<file path="src/rtl/inst_mem_dumper_pkg.sv">
// -----------------------------------------------------------------------------
// inst_mem_dumper_pkg
// Shared definitions for the instruction-memory hex dumper:
//   - default width constants for the instruction memory (dwidth_dat, awidth_mem)
//   - ASCII constants used when formatting the listing
//   - dumper FSM state encoding (also exported on the debug port)
// -----------------------------------------------------------------------------
package inst_mem_dumper_pkg;

    // Default instruction memory geometry.
    localparam int dwidth_dat = 16;
    localparam int awidth_mem = 12;

    // ASCII constants.
    localparam logic [7:0] CHAR_SPACE = 8'h20;
    localparam logic [7:0] CHAR_CR    = 8'h0D;
    localparam logic [7:0] CHAR_LF    = 8'h0A;
    localparam logic [7:0] CHAR_COLON = 8'h3A;
    localparam logic [7:0] CHAR_ZERO  = 8'h30;
    localparam logic [7:0] CHAR_UC_A  = 8'h41;

    // Dumper FSM states. ST_PREFIX is only reachable when the address
    // prefix feature is compiled in.
    typedef enum logic [3:0] {
        ST_IDLE   = 4'd0,
        ST_PREFIX = 4'd1,
        ST_READ   = 4'd2,
        ST_WAIT   = 4'd3,
        ST_EMIT   = 4'd4,
        ST_SEP    = 4'd5,
        ST_CR     = 4'd6,
        ST_LF     = 4'd7,
        ST_FIN    = 4'd8
    } dump_state_t;

endpackage

</file>
<file path="src/rtl/inst_mem_dumper_nib2ascii.sv">
// -----------------------------------------------------------------------------
// nib2ascii
// Combinational 4-bit nibble to uppercase ASCII hex digit.
//   nib   : input nibble 0..15
//   ascii : '0'..'9' (0x30..0x39) or 'A'..'F' (0x41..0x46)
// Shared by the data path and the address prefix path.
// -----------------------------------------------------------------------------
module nib2ascii
    import inst_mem_dumper_pkg::*;
(
    input  logic [3:0] nib,
    output logic [7:0] ascii
);

    always_comb begin
        if (nib < 4'd10) begin
            ascii = CHAR_ZERO + {4'd0, nib};
        end else begin
            ascii = CHAR_UC_A + {4'd0, nib} - 8'd10;
        end
    end

endmodule

</file>
<file path="src/rtl/inst_mem_dumper.sv">
// -----------------------------------------------------------------------------
// inst_mem_dumper
// Reads word_count words from instruction memory starting at start_addr and
// streams them as uppercase ASCII hex text, WORDS_PER_LINE words per line,
// words separated by a space and lines ended with CR LF.
//
// Optional feature (macro DUMP_ADDR_PREFIX_EN): every line starts with the
// address of its first word as ceil(AWIDTH/4) hex chars followed by ": ".
//
// Ports:
//   clk, rst     : clock, synchronous active-high reset
//   start        : one-cycle command pulse, only honoured in IDLE
//   start_addr   : first word address
//   word_count   : number of words (0..2^AWIDTH)
//   busy         : dump in progress
//   done         : one-cycle pulse when a dump completes
//   mem_ren      : memory read enable (one cycle per word)
//   mem_addr     : memory read address
//   mem_rdata    : read data, valid the cycle after mem_ren
//   char_out     : ASCII character
//   char_valid   : char_out valid
//   char_ready   : sink accepts char_out
//   dbg_state    : current FSM state (dump_state_t encoding)
//
// Character handshake: a character transfers in every cycle where
// char_valid && char_ready. Once char_valid rises it stays high with
// char_out unchanged until that transfer happens.
// -----------------------------------------------------------------------------
module inst_mem_dumper
    import inst_mem_dumper_pkg::*;
#(
    parameter int AWIDTH         = awidth_mem,
    parameter int DWIDTH         = dwidth_dat,
    parameter int WORDS_PER_LINE = 4
) (
    input  logic              clk,
    input  logic              rst,
    input  logic              start,
    input  logic [AWIDTH-1:0] start_addr,
    input  logic [AWIDTH:0]   word_count,
    output logic              busy,
    output logic              done,
    output logic              mem_ren,
    output logic [AWIDTH-1:0] mem_addr,
    input  logic [DWIDTH-1:0] mem_rdata,
    output logic [7:0]        char_out,
    output logic              char_valid,
    input  logic              char_ready,
    output logic [3:0]        dbg_state
);

    localparam int NIBS = DWIDTH / 4;
    localparam int NIBW = (NIBS > 1) ? $clog2(NIBS) : 1;
    localparam logic [NIBW-1:0]   NIB_TOP  = NIBW'(NIBS - 1);
    localparam logic [NIBW-1:0]   NIB_ONE  = NIBW'(1);
    localparam logic [AWIDTH-1:0] ADDR_ONE = AWIDTH'(1);
    localparam logic [AWIDTH:0]   CNT_ONE  = (AWIDTH + 1)'(1);
    localparam logic [3:0]        WPL      = 4'(WORDS_PER_LINE);

    dump_state_t state, next_state;

    logic [AWIDTH-1:0] addr;
    logic [AWIDTH:0]   remaining;
    logic [3:0]        word_in_line;
    logic [DWIDTH-1:0] word_reg;
    logic [NIBW-1:0]   nib_idx;

    logic [3:0] data_nib;
    logic [7:0] data_char;
    logic       line_end;

    // Current nibble of the latched word, most significant first.
    assign data_nib = 4'(word_reg >> {nib_idx, 2'b00});

    nib2ascii u_data_hex (
        .nib   (data_nib),
        .ascii (data_char)
    );

    // Last word of the dump or last word of the line: finish with CR LF.
    assign line_end = (remaining == CNT_ONE) || ((word_in_line + 4'd1) == WPL);

`ifdef DUMP_ADDR_PREFIX_EN
    localparam int PFX_NIBS = (AWIDTH + 3) / 4;
    localparam logic [3:0] PFX_COLON = 4'(PFX_NIBS);
    localparam logic [3:0] PFX_LAST  = 4'(PFX_NIBS + 1);
    localparam dump_state_t LINE_START = ST_PREFIX;

    logic [3:0]            pfx_idx;
    logic [PFX_NIBS*4-1:0] pfx_word;
    logic [3:0]            pfx_nib;
    logic [7:0]            pfx_char;

    // addr still holds the address of the line's first word during PREFIX.
    assign pfx_word = (PFX_NIBS * 4)'(addr);
    assign pfx_nib  = 4'(pfx_word >> {4'(PFX_NIBS - 1) - pfx_idx, 2'b00});

    nib2ascii u_pfx_hex (
        .nib   (pfx_nib),
        .ascii (pfx_char)
    );
`else
    localparam dump_state_t LINE_START = ST_READ;
`endif

    assign mem_addr  = addr;
    assign dbg_state = state;

    // State register.
    always_ff @(posedge clk) begin
        if (rst) begin
            state <= ST_IDLE;
        end else begin
            state <= next_state;
        end
    end

    // Next state and outputs.
    always_comb begin
        next_state = state;
        busy       = 1'b0;
        done       = 1'b0;
        mem_ren    = 1'b0;
        char_valid = 1'b0;
        char_out   = 8'h00;
        case (state)
            ST_IDLE: begin
                if (start) begin
                    next_state = (word_count == '0) ? ST_FIN : LINE_START;
                end
            end
`ifdef DUMP_ADDR_PREFIX_EN
            ST_PREFIX: begin
                busy       = 1'b1;
                char_valid = 1'b1;
                if (pfx_idx < PFX_COLON) begin
                    char_out = pfx_char;
                end else if (pfx_idx == PFX_COLON) begin
                    char_out = CHAR_COLON;
                end else begin
                    char_out = CHAR_SPACE;
                end
                if (char_ready && (pfx_idx == PFX_LAST)) begin
                    next_state = ST_READ;
                end
            end
`endif
            ST_READ: begin
                busy       = 1'b1;
                mem_ren    = 1'b1;
                next_state = ST_WAIT;
            end
            ST_WAIT: begin
                busy       = 1'b1;
                next_state = ST_EMIT;
            end
            ST_EMIT: begin
                busy       = 1'b1;
                char_valid = 1'b1;
                char_out   = data_char;
                if (char_ready && (nib_idx == '0)) begin
                    next_state = line_end ? ST_CR : ST_SEP;
                end
            end
            ST_SEP: begin
                busy       = 1'b1;
                char_valid = 1'b1;
                char_out   = CHAR_SPACE;
                if (char_ready) begin
                    next_state = ST_READ;
                end
            end
            ST_CR: begin
                busy       = 1'b1;
                char_valid = 1'b1;
                char_out   = CHAR_CR;
                if (char_ready) begin
                    next_state = ST_LF;
                end
            end
            ST_LF: begin
                busy       = 1'b1;
                char_valid = 1'b1;
                char_out   = CHAR_LF;
                if (char_ready) begin
                    next_state = (remaining == '0) ? ST_FIN : LINE_START;
                end
            end
            ST_FIN: begin
                done       = 1'b1;
                next_state = ST_IDLE;
            end
            default: begin
                next_state = ST_IDLE;
            end
        endcase
    end

    // Datapath registers.
    always_ff @(posedge clk) begin
        if (rst) begin
            addr         <= '0;
            remaining    <= '0;
            word_in_line <= '0;
            word_reg     <= '0;
            nib_idx      <= '0;
`ifdef DUMP_ADDR_PREFIX_EN
            pfx_idx      <= '0;
`endif
        end else begin
            case (state)
                ST_IDLE: begin
                    if (start) begin
                        addr         <= start_addr;
                        remaining    <= word_count;
                        word_in_line <= '0;
`ifdef DUMP_ADDR_PREFIX_EN
                        pfx_idx      <= '0;
`endif
                    end
                end
`ifdef DUMP_ADDR_PREFIX_EN
                ST_PREFIX: begin
                    if (char_ready) begin
                        pfx_idx <= (pfx_idx == PFX_LAST) ? 4'd0 : pfx_idx + 4'd1;
                    end
                end
`endif
                ST_WAIT: begin
                    word_reg <= mem_rdata;
                    nib_idx  <= NIB_TOP;
                end
                ST_EMIT: begin
                    if (char_ready) begin
                        if (nib_idx == '0) begin
                            remaining    <= remaining - CNT_ONE;
                            addr         <= addr + ADDR_ONE;
                            word_in_line <= word_in_line + 4'd1;
                        end else begin
                            nib_idx <= nib_idx - NIB_ONE;
                        end
                    end
                end
                ST_LF: begin
                    if (char_ready) begin
                        word_in_line <= '0;
                    end
                end
                default: begin
                end
            endcase
        end
    end

endmodule
</file>
<file path="config.mk">
export PLATFORM = sky130hd
export DESIGN_NAME = inst_mem_dumper
export DESIGN_NICKNAME = d
export VERILOG_FILES = /design/src/rtl/inst_mem_dumper_pkg.sv /design/src/rtl/inst_mem_dumper_nib2ascii.sv /design/src/rtl/inst_mem_dumper.sv
export SDC_FILE = /design/constraint.sdc
export NUM_CORES = 1
export LEC_CHECK = 0
export ABC_AREA = 1
export CAP_MARGIN = 20
export CORE_MARGIN = 1.5
export CORE_UTILIZATION = 40
export CTS_BUF_LIST = sky130_fd_sc_hd__clkbuf_2
export CTS_CLUSTER_DIAMETER = 60
export CTS_CLUSTER_SIZE = 10
export DETAILED_ROUTE_END_ITERATION = 10
export PLACE_DENSITY = 0.66
export SYNTH_ARGS = -nofsm -noshare
export SYNTH_HDL_FRONTEND = slang
export SYNTH_SLANG_ARGS = --single-unit
</file>
<file path="constraint.sdc">
create_clock -name clk -period 2.4 [get_ports clk]
set_clock_uncertainty 0.15 [all_clocks]
set_input_delay 0.36 -clock clk [delete_from_list [all_inputs] [get_ports clk]]
set_output_delay 0.36 -clock clk [all_outputs]
set_load 0.01 [all_outputs]
</file>
==> flow_metrics.py <==
metrics = {
    "grt": {
        "grt_pass1_wl_um": 14800,
        "grt_max_degree": 36,
        "grt_pass1_vias": 3295,
        "grt_usage": 0.213,
        "antenna_found_initial": 0,
        "grt-ovfl-total": 0,
    },
    "setup_path": {
        "cp-end-kind": "primary output",
        "crit_type": "reg2out",
        "crit_path_start_kind": "flop",
        "reg2reg_from": "dbg_state[3]$_SDFFE_PP0P_",
        "required_ps": 1890,
        "reg2reg_slack_ps": 230,
        "crit_fanout": 4,
        "reg2reg_depth": 11,
        "cp_data_arrival_time_ps": 1970,
        "reg2reg_to": "remaining[11]$_SDFFE_PP0P_",
    },
    "logic_synthesis": {
        "synth_fp_nets": 567,
        "netlist_area_um2": 3150,
        "synthCells": 515,
        "synth_seq_cells": 51,
        "synth_edf_count": 0,
        "synth_cell_types": 35,
        "ys.flop_type": "dfxtp_1",
        "synthArstFlopShare": 0,
        "syn_avg_cell_area_um2": 6.12,
        "ys_seq_area_frac": 0.324,
        "synth_warnings": 0,
    },
    "clock_tree": {
        "hold_buffers": 0,
        "clk_pin_slew_worst_paths_ps": 270,
        "htreeDepth": 2,
        "cts_root_buffer": "clkbuf_2",
        "cts_buffers": 5,
        "cts_tree": "built",
        "cts_num_sinks": 51,
        "worst_skew_pair.late_latency_ps": 450,
        "cts_buffer_depth": 2,
    },
    "sta": {
        "fmax_ghz": 0.404,
        "setup_slack_ps": -75.8,
        "final_max_slew_viol_count": 0,
        "period_share": 1.03,
        "rsz0062_at_grt": "yes",
        "setup_viol": 5,
        "final.min_clock_period_ps": 2480,
        "hold_violations": 0,
        "fin_setup_tns_ps": -188,
    },
    "layout": {
        "fin_area_um2": 4270,
        "layout-drive-gt1-share": 0.154,
        "final_nets": 653,
        "final_util": 0.555,
        "syn_to_final_growth_pct": 35.3,
        "n_antenna_cell": 0,
        "largest_reg_flops": 16,
    },
    "hold_path": {
        "min_from": "start_addr[2]",
        "hold_path_depth": 3,
        "hold_path_class": "in2reg",
        "hold-path-endpoint": "mem_addr[2]$_SDFFE_PP0P_",
    },
    "pwr": {
        "intPower_mw": 1.98,
        "finalPower_mw": 3.56,
        "power_density_nw_per_um2": 835,
        "clkPwrFrac": 0.102,
        "swShare": 0.443,
        "seqPwrFrac": 0.352,
        "p_switching_mw": 1.58,
        "vdd_drop_max_mv": 0.382,
        "power_leakage_nw": 1.82,
        "p_comb_frac": 0.546,
    },
    "route": {
        "drc": 0,
        "drt-pass1-iter-count": 4,
        "viasPerCell": 5.01,
        "antenna_left": 0,
        "wl_per_cell_um": 12.7,
        "drt_iter0_drc": 155,
        "routed_wl_um": 8960,
        "via_count": 3529,
    },
    "place": {
        "port_buffers": 71,
        "dp_hpwl_um": 6090,
        "postPlaceCellArea_um2": 4020,
        "gp_congestion": 0.837,
        "dp_slack_ps": -98.8,
    },
    "outcome": {
        "failed_checks": "setup timing",
        "status": "finished with violations",
    },
    "floorplan": {
        "dieArea_um2": 8430,
        "ios": 73,
        "die_h_um": 91.8,
        "die_w_um": 91.8,
        "initial_utilization": 0.410,
        "coreArea_um2": 7690,
        "fp-row-count": 32,
    },
    "job": {
        "maxCapViolCount": 0,
    },
}
## cell usage after synthesis (4+ instances only)
master / n / area share
a21oi_1: 35 / 0.056
ha_1: 7 / 0.028
inv_1: 38 / 0.045
inv_2: 6 / 0.0071
dfxtp_1: 51 / 0.32
nand2_1: 133 / 0.16
nor2_1: 97 / 0.12
clkbuf_1: 6 / 0.0071
buf_2: 7 / 0.011
or2_2: 4 / 0.0079
nor3_1: 5 / 0.0079
nand3_1: 30 / 0.048
o211ai_1: 4 / 0.0095
nand4_1: 4 / 0.0079
a31oi_1: 5 / 0.0099
o21ai_0: 53 / 0.084
## through the flow
| step | hold slack [ps] | std cells |
|---|---|---|
| global placement | 299 | 685 |
| detailed placement | 308 | 685 |
| global route | 293 | 704 |
| CTS | 292 | 700 |
| floorplan | 274 | 515 |
| finish | 296 | 704 |
## layer usage
layer / vias to the layer above / global-route usage / share of wire
met2: 86 / 0.356 / 0.47
met3: 11 / 0.0365 / 0.045
met5: - / 0 / 0
met4: 0 / 0.0654 / 0.013
li1: 1838 / - / -
met1: 1594 / 0.279 / 0.47
## cells in the final DEF (no fill, tap or decap), drive strengths merged
master | netlist | layout
nor4 | 1 | 1
dfxtp | 51 | 51
nand4 | 4 | 4
nand3 | 31 | 31
nand2 | 137 | 137
o211ai | 5 | 5
a21oi | 35 | 35
clkbuf | 6 | 8
conb | 1 | 1
o22ai | 1 | 1
clkdlybuf4s50 | 0 | 63
dlymetal6s2s | 0 | 1
o21ai | 57 | 57
a211oi | 1 | 1
nor2 | 101 | 101
xor2 | 2 | 2
a32oi | 1 | 1
or2 | 4 | 4
inv | 44 | 45
buf | 14 | 34
o21a | 1 | 1
nor3 | 5 | 5
a31oi | 5 | 5
clkinv | 1 | 1
ha | 7 | 7
## worst max path at each step
stage / cells past startpoint / to / startpoint / slack (ps)
after floorplan: 10 / char_out[2] / nib_idx[0]$_SDFFE_PP0P_ / 430
after global placement: 9 / char_out[1] / nib_idx[0]$_SDFFE_PP0P_ / -50
after detailed placement: 9 / char_out[1] / nib_idx[0]$_SDFFE_PP0P_ / -100
after CTS: 10 / char_out[2] / nib_idx[0]$_SDFFE_PP0P_ / -30
after global routing: 10 / char_out[2] / nib_idx[0]$_SDFFE_PP0P_ / -200
final: 10 / char_out[2] / nib_idx[0]$_SDFFE_PP0P_ / -80
## power by group through the flow
stage	registers, mW	clock network, mW	logic, mW
3_3_place_gp	1.25	0	1.73
6_report	1.25	0.365	1.95
2_1_floorplan	1.26	0	1.15
4_1_cts	1.25	0.372	1.85
3_5_place_dp	1.26	0	1.76
5_1_grt	1.29	0.409	2.19
## worst max-delay path, stage by stage (launching register included)
cell and delay (ps):
dfxtp_4 450, buf_6 120, a21oi_2 50, a32oi_2 210, inv_2 90, ha_4 170
buf_6 110, nand3_2 70, nand3_2 60, nand2_1 70, buf_2 130
## cells by family (layout without fill, tap and decap cells)
kind of cell,count (synthesis),after routing,synth area share
AO/OA/AOI/OAI,106,106,0.180
AND/OR/NAND/NOR,283,283,0.371
flip-flops,51,51,0.324
other,1,1,0.00119
buffers and inverters,65,152,0.0908
XOR/XNOR,2,2,0.00555
adder cells (fa/ha/maj),7,7,0.0278
## what timing repair did
item | 4_1_cts | 5_1_grt
setup endpoints to repair | 8 | 11
buffers inserted | 7 | 4
pin swaps | 4 | 7
resized for setup | 46 | 32
## cell type report
| type | instances | area [um^2] |
|---|---|---|
| repair buffers | 99 | 923 |
| inverters | 45 | 174 |
| clock buffers | 7 | 35.0 |
| flip-flops and latches | 51 | 1030 |
| clock inverters | 1 | 5.00 |
| multi-input cells | 399 | 1970 |
| fillers | 784 | 3420 |
| well taps | 102 | 128 |
No activity file was read; power rests on OpenSTA's default activity.
